`src/rtl/axis_pattern_gen.sv`:
```
// axis_pattern_gen: AXI-Stream traffic source.
// Sends bursts of num_pkts packets of pkt_len beats each.
// tdata starts at seed and counts up by one per transferred beat.
// tlast marks the final beat of every packet.
// Optional IFG_CYCLES idle cycles (tvalid low) are inserted between packets.
// Optional macro AXIS_GEN_THROTTLE_EN: a 16-bit LFSR randomly delays the
// presentation of each new beat. The data sequence is not changed.
module axis_pattern_gen #(
    parameter int AXIS_WIDTH = 32,
    parameter int LEN_WIDTH  = 16,
    parameter int CNT_WIDTH  = 16,
    parameter int IFG_CYCLES = 0
) (
    input  logic                  clk,
    input  logic                  reset,
    input  logic                  start,
    input  logic [LEN_WIDTH-1:0]  pkt_len,
    input  logic [CNT_WIDTH-1:0]  num_pkts,
    input  logic [AXIS_WIDTH-1:0] seed,
    output logic                  busy,
    output logic                  done,
    output logic                  m_axis_tvalid,
    output logic [AXIS_WIDTH-1:0] m_axis_tdata,
    output logic                  m_axis_tlast,
    input  logic                  m_axis_tready
);

    localparam int GAP_W = (IFG_CYCLES > 1) ? $clog2(IFG_CYCLES) : 1;
    localparam logic [GAP_W-1:0] GAP_LAST = (IFG_CYCLES > 0) ? GAP_W'(IFG_CYCLES - 1) : '0;
    localparam bit HAS_GAP = (IFG_CYCLES > 0);

    typedef enum logic [1:0] {
        S_IDLE,
        S_SEND,
        S_GAP,
        S_DONE
    } state_t;

    state_t                state_q, state_d;
    logic                  busy_q, busy_d;
    logic                  done_q, done_d;
    logic                  tvalid_q, tvalid_d;
    logic [AXIS_WIDTH-1:0] tdata_q, tdata_d;
    logic                  tlast_q, tlast_d;
    logic [LEN_WIDTH-1:0]  beat_q, beat_d;
    logic [CNT_WIDTH-1:0]  pkt_q, pkt_d;
    logic [LEN_WIDTH-1:0]  len_q, len_d;
    logic [CNT_WIDTH-1:0]  npkt_q, npkt_d;
    logic [GAP_W-1:0]      gap_q, gap_d;
    logic                  last_beat;
    logic                  last_pkt;
    logic                  present_ok;

`ifdef AXIS_GEN_THROTTLE_EN
    logic [15:0] lfsr_q;
    logic        lfsr_fb;

    assign lfsr_fb = lfsr_q[15] ^ lfsr_q[13] ^ lfsr_q[12] ^ lfsr_q[10];

    // Free-running Fibonacci LFSR (taps 16,14,13,11); a new beat may only appear when bit 0 is set
    always_ff @(posedge clk or posedge reset) begin
        if (reset) begin
            lfsr_q <= 16'hACE1;
        end else begin
            lfsr_q <= {lfsr_q[14:0], lfsr_fb};
        end
    end

    assign present_ok = lfsr_q[0];
`else
    assign present_ok = 1'b1;
`endif

    assign last_beat = (beat_q == (len_q - LEN_WIDTH'(1)));
    assign last_pkt  = (pkt_q == (npkt_q - CNT_WIDTH'(1)));

    // Next-state and registered-output computation for the burst FSM
    always_comb begin
        state_d  = state_q;
        busy_d   = busy_q;
        done_d   = 1'b0;
        tvalid_d = tvalid_q;
        tdata_d  = tdata_q;
        tlast_d  = tlast_q;
        beat_d   = beat_q;
        pkt_d    = pkt_q;
        len_d    = len_q;
        npkt_d   = npkt_q;
        gap_d    = gap_q;

        case (state_q)
            S_IDLE: begin
                if (start) begin
                    busy_d  = 1'b1;
                    len_d   = pkt_len;
                    npkt_d  = num_pkts;
                    beat_d  = '0;
                    pkt_d   = '0;
                    tdata_d = seed;
                    if ((pkt_len == '0) || (num_pkts == '0)) begin
                        // Empty burst: nothing to send, just report completion
                        state_d = S_DONE;
                        tlast_d = 1'b0;
                    end else begin
                        state_d  = S_SEND;
                        tvalid_d = present_ok;
                        tlast_d  = (pkt_len == LEN_WIDTH'(1));
                    end
                end
            end

            S_SEND: begin
                if (!tvalid_q) begin
                    // Beat prepared but held back by the throttle
                    if (present_ok) begin
                        tvalid_d = 1'b1;
                    end
                end else if (m_axis_tready) begin
                    // Data keeps counting across packet boundaries
                    tdata_d = tdata_q + AXIS_WIDTH'(1);
                    if (!last_beat) begin
                        beat_d   = beat_q + LEN_WIDTH'(1);
                        tvalid_d = present_ok;
                        tlast_d  = ((beat_q + LEN_WIDTH'(1)) == (len_q - LEN_WIDTH'(1)));
                    end else if (!last_pkt) begin
                        beat_d  = '0;
                        pkt_d   = pkt_q + CNT_WIDTH'(1);
                        tlast_d = (len_q == LEN_WIDTH'(1));
                        if (HAS_GAP) begin
                            state_d  = S_GAP;
                            gap_d    = '0;
                            tvalid_d = 1'b0;
                        end else begin
                            tvalid_d = present_ok;
                        end
                    end else begin
                        state_d  = S_DONE;
                        tvalid_d = 1'b0;
                        tlast_d  = 1'b0;
                    end
                end
            end

            S_GAP: begin
                if (gap_q == GAP_LAST) begin
                    state_d  = S_SEND;
                    tvalid_d = present_ok;
                end else begin
                    gap_d = gap_q + GAP_W'(1);
                end
            end

            S_DONE: begin
                done_d  = 1'b1;
                busy_d  = 1'b0;
                state_d = S_IDLE;
            end

            default: begin
                state_d = S_IDLE;
            end
        endcase
    end

    // State and output registers; reset aborts any burst at once
    always_ff @(posedge clk or posedge reset) begin
        if (reset) begin
            state_q  <= S_IDLE;
            busy_q   <= 1'b0;
            done_q   <= 1'b0;
            tvalid_q <= 1'b0;
            tdata_q  <= '0;
            tlast_q  <= 1'b0;
            beat_q   <= '0;
            pkt_q    <= '0;
            len_q    <= '0;
            npkt_q   <= '0;
            gap_q    <= '0;
        end else begin
            state_q  <= state_d;
            busy_q   <= busy_d;
            done_q   <= done_d;
            tvalid_q <= tvalid_d;
            tdata_q  <= tdata_d;
            tlast_q  <= tlast_d;
            beat_q   <= beat_d;
            pkt_q    <= pkt_d;
            len_q    <= len_d;
            npkt_q   <= npkt_d;
            gap_q    <= gap_d;
        end
    end

    assign busy          = busy_q;
    assign done          = done_q;
    assign m_axis_tvalid = tvalid_q;
    assign m_axis_tdata  = tdata_q;
    assign m_axis_tlast  = tlast_q;

endmodule

```
`config.mk`:
```
export PLATFORM = sky130hd
export DESIGN_NAME = axis_pattern_gen
export DESIGN_NICKNAME = d
export VERILOG_FILES = /design/src/rtl/axis_pattern_gen.sv
export SDC_FILE = /design/constraint.sdc
export NUM_CORES = 1
export LEC_CHECK = 0
export BUFFER_PORTS_ARGS = -buffer_cell sky130_fd_sc_hd__buf_4
export CORE_UTILIZATION = 40
export DETAILED_ROUTE_END_ITERATION = 8
export PLACE_DENSITY = 0.59
export SLEW_MARGIN = 0
export SYNTH_ARGS = -nofsm -noshare
export SYNTH_HDL_FRONTEND = slang
export SYNTH_SLANG_ARGS = --single-unit
```
`constraint.sdc`:
```
create_clock -name clk -period 4.6 [get_ports clk]
set_input_delay 0.23 -clock clk [delete_from_list [all_inputs] [get_ports clk]]
set_output_delay 0.23 -clock clk [all_outputs]
set_load 0.005 [all_outputs]
```
==> summary.md <==
| Metric | Value |
|---|---|
| Syn Area/Cell | 8.66 um^2 |
| Total of max-cap violations | 0 |
| Initial antenna violation count | 0 |
| Final TNS setup | 0 ns |
| Finish-stage setup viols | 0 |
| WHS | 0.0320 ns |
| Post-DP HPWL | 13.4 mm |
| Vias in the first global route | 5823 |
| # clock sinks | 102 |
| RSZ-0062 raised after global routing | false |
| DRC viols | 1 |
| P per Cell Area | 637 nW/um^2 |
| Yosys warns | 0 |
| Pleak | 3.30 nW |
| Row count | 48 |
| Crit path max-delay family | simple AND/OR/NAND/NOR gates |
| CP max FO | 16 |
| Final period util | 83.5% |
| Clk slew on worst S/H paths | 0.08 ns |
| Grt total ovfl | 0 |
| GR peak layer | met1 |
| CP Data Required Time | 4.85 ns |
| Pin count of the biggest net entering global routing | 79 |
| Die height | 135 um |
| Antenna diodes | 0 |
| Num CTS Buffers | 9 |
| Worst-margin pin slew | 0.871 ns |
| Synth async-reset ratio | 100% |
| Status | complete, but fails checks |
| Flops & latches, synth | 102 |
| Post-CTS resize count | 0 |
| Final WL | 18.7 mm |
| Met3 Resource Use GR | 3.72% |
| Layout cells sized above 1 | 21.0% |
| Commonest non-fill, non-tap cell in the layout | buf_4 |
| Max Root-Sink Buffers | 2 |
| Cells after synthesis | 814 |
| Iter 0 DRT Violations | 397 |
| Routed Antenna Nets | 0 |
| Post-synth EDFFs | 0 |
| CP peak stage delay | 0.55 ns |
| CTS H-tree lvls | 3 |
| Overall Power | 5.22 mW |
| Netlist cell types | 85 |
| Final Core Density | 47.6% |
| Synth Net Count | 892 |
| Count of input and output buffers | 103 |
| Die area | 18200 um^2 |
| Via-to-Cell Ratio | 5.67 |
| Hold-fix buffers, CTS | 0 |
| Root Buffer | clkbuf_16 |
| Crit end category | flip-flop |
| Via Count | 6312 |
| Cell Chain, Critical Path | inv_1, ha_1, or3b_4, o311a_1, nor4_2, or3b_1, or4_4, nor2_4, or2_1, o21bai_1, a21o_1 |
| Initial Util | 40.9% |
| Grt met2 use | 30.8% |
| Drt first pass iters | 7 |
| Final cell count without fillers | 1114 |
| Hold Path Class | in2async |
| Final WS setup | 0.758 ns |
| Chip width | 135 um |
| Fin. Hold Viols | 0 |
| Dpl ws | 0.776 ns |
| Violated checks | design-rule violations |
| Max-slew headroom | 41.9% |
| Sum of buffers and inverters on the critical path | 1 |
| Area grow syn2layout | 16.2% |
| Fin area | 8200 um^2 |
| Worst setup SP type | flip-flop |
| I/O Pins | 104 |
| Final min period | 3.84 ns |
| Sequential fraction of the synthesis area | 36.2% |
| Core Area | 17200 um^2 |
| Placer Congestion | 0.880 |
| Worst VDD drop | 331 uV |
| Ys flop type | dfrtp_1 |
| GR met1 Demand/Resource | 32.5% |
| Crit path kind | reg2reg |
| WL/cell | 16.8 um |
| Placed cells | 1099 |
| CTS tree | built |
| Peak Freq | 260 MHz |
| CP arrival | 4.10 ns |
| Slowest CP cell | or2_1 |
| Postcts setup bufs | 0 |
| Total track usage | 21.4% |
| Most frequent cells in the layout | 110 x buf_4, 102 x dfrtp_1, 91 x nand2_1, 65 x a21oi_1, 53 x nor2_1 |
| First-pass GRT wire length | 30.7 mm |
| Slew Viols, Final | 0 |
| Clock Latency Late Sink | 0.37 ns |
| Clock skew | 0.0171 ns |
| Post-layout nets | 963 |
| Area of the mapped netlist | 7050 um^2 |
| Placed Area | 7920 um^2 |
==> per-layer routing <==
| layer | part of all wire, % | vias to the layer above |
|---|---|---|
| li1 | - | 3140 |
| met1 | 50 | 2989 |
| met2 | 43 | 170 |
| met3 | 5.5 | 13 |
| met4 | 1.1 | 0 |
| met5 | 0 | - |
==> power by group <==
part | total [mW] | internal, mW | switching, mW | leakage (nW)
Combinational | 2.61 | 1.20 | 1.41 | 1.94
Sequential | 1.84 | 1.26 | 0.580 | 1.22
Clock | 0.768 | 0.401 | 0.367 | 0.140
==> worst paths after layout <==
path | from | endpoint | slack [ns] | cells past startpoint
max | len_q[0] | beat_q[9] | 0.76 | 11
min | reset | len_q[3] | 0.03 | 2
max reg2reg | len_q[0] | beat_q[9] | 0.76 | 11
min reg2reg | npkt_q[15] | npkt_q[15] | 0.53 | 1
max in group asynchronous | reset | npkt_q[10] | 3.50 | 3
min in group clk | pkt_len[10] | len_q[10] | 0.10 | 2
==> cells in the mapped netlist, types with 4 or more instances <==
master | n | area, um^2
o311ai_0 | 4 | 35.0
o2bb2ai_1 | 4 | 35.0
or3_1 | 8 | 50.1
inv_1 | 21 | 78.8
o31ai_1 | 10 | 75.1
a21oi_1 | 65 | 325
ha_1 | 10 | 125
xnor2_1 | 36 | 315
o21a_1 | 6 | 45.0
mux2i_1 | 6 | 60.1
or4_1 | 10 | 75.1
or2_2 | 4 | 25.0
and3_1 | 15 | 93.8
mux2_2 | 31 | 349
nor3_1 | 19 | 95.1
nand4b_1 | 4 | 35.0
nand2_1 | 91 | 342
nand3_1 | 42 | 210
o22ai_1 | 17 | 106
buf_6 | 4 | 45.0
or4_4 | 4 | 45.0
o211ai_1 | 10 | 75.1
a211oi_1 | 4 | 30.0
clkbuf_1 | 33 | 124
nor4_1 | 20 | 125
nor3b_1 | 4 | 30.0
and2_1 | 4 | 25.0
a31oi_1 | 9 | 56.3
o21ai_0 | 41 | 205
nand4_1 | 14 | 87.6
o21ai_2 | 6 | 52.6
buf_2 | 6 | 30.0
dfrtp_1 | 102 | 2550
nor2_1 | 54 | 203
xor2_1 | 23 | 201
nand2b_1 | 4 | 25.0
==> state kept, by name (all words and copies together) (netlist names) <==
name and count:
m_axis_tlast 1, m_axis_tvalid 1, pkt_q 16, state_q 2, done 1, npkt_q 16, m_axis_tdata 32, busy 1
len_q 16, beat_q 16
==> worst reg2reg max path: stages (launching register included) <==
cell and delay, ns:
dfrtp_1 0.47, inv_1 0.09, ha_1 0.22, or3b_4 0.43
o311a_1 0.31, nor4_2 0.28, or3b_1 0.36, or4_4 0.49
nor2_4 0.16, or2_1 0.55, o21bai_1 0.16, a21o_1 0.20
==> kinds of logic after synthesis <==
family	share of synthesized area, %
xor gates and xnor gates	7.70
muxes	5.80
buffers and inverters	4.77
and+or+nand+nor	24.9
DFF	36.2
adders and majority gates	1.77
AOI/OAI and AO/OA	18.9
==> final cells by class <==
cell class / instances / area, um^2
sequential: 102 / 2550
clock buffer: 12 / 256
inverter: 21 / 81.3
timing repair buffer: 110 / 826
fill: 1711 / 9040
clock inverter: 3 / 26.3
tap: 225 / 282
multi-input combinational: 641 / 4170
Power figures use the tool's default switching activity.
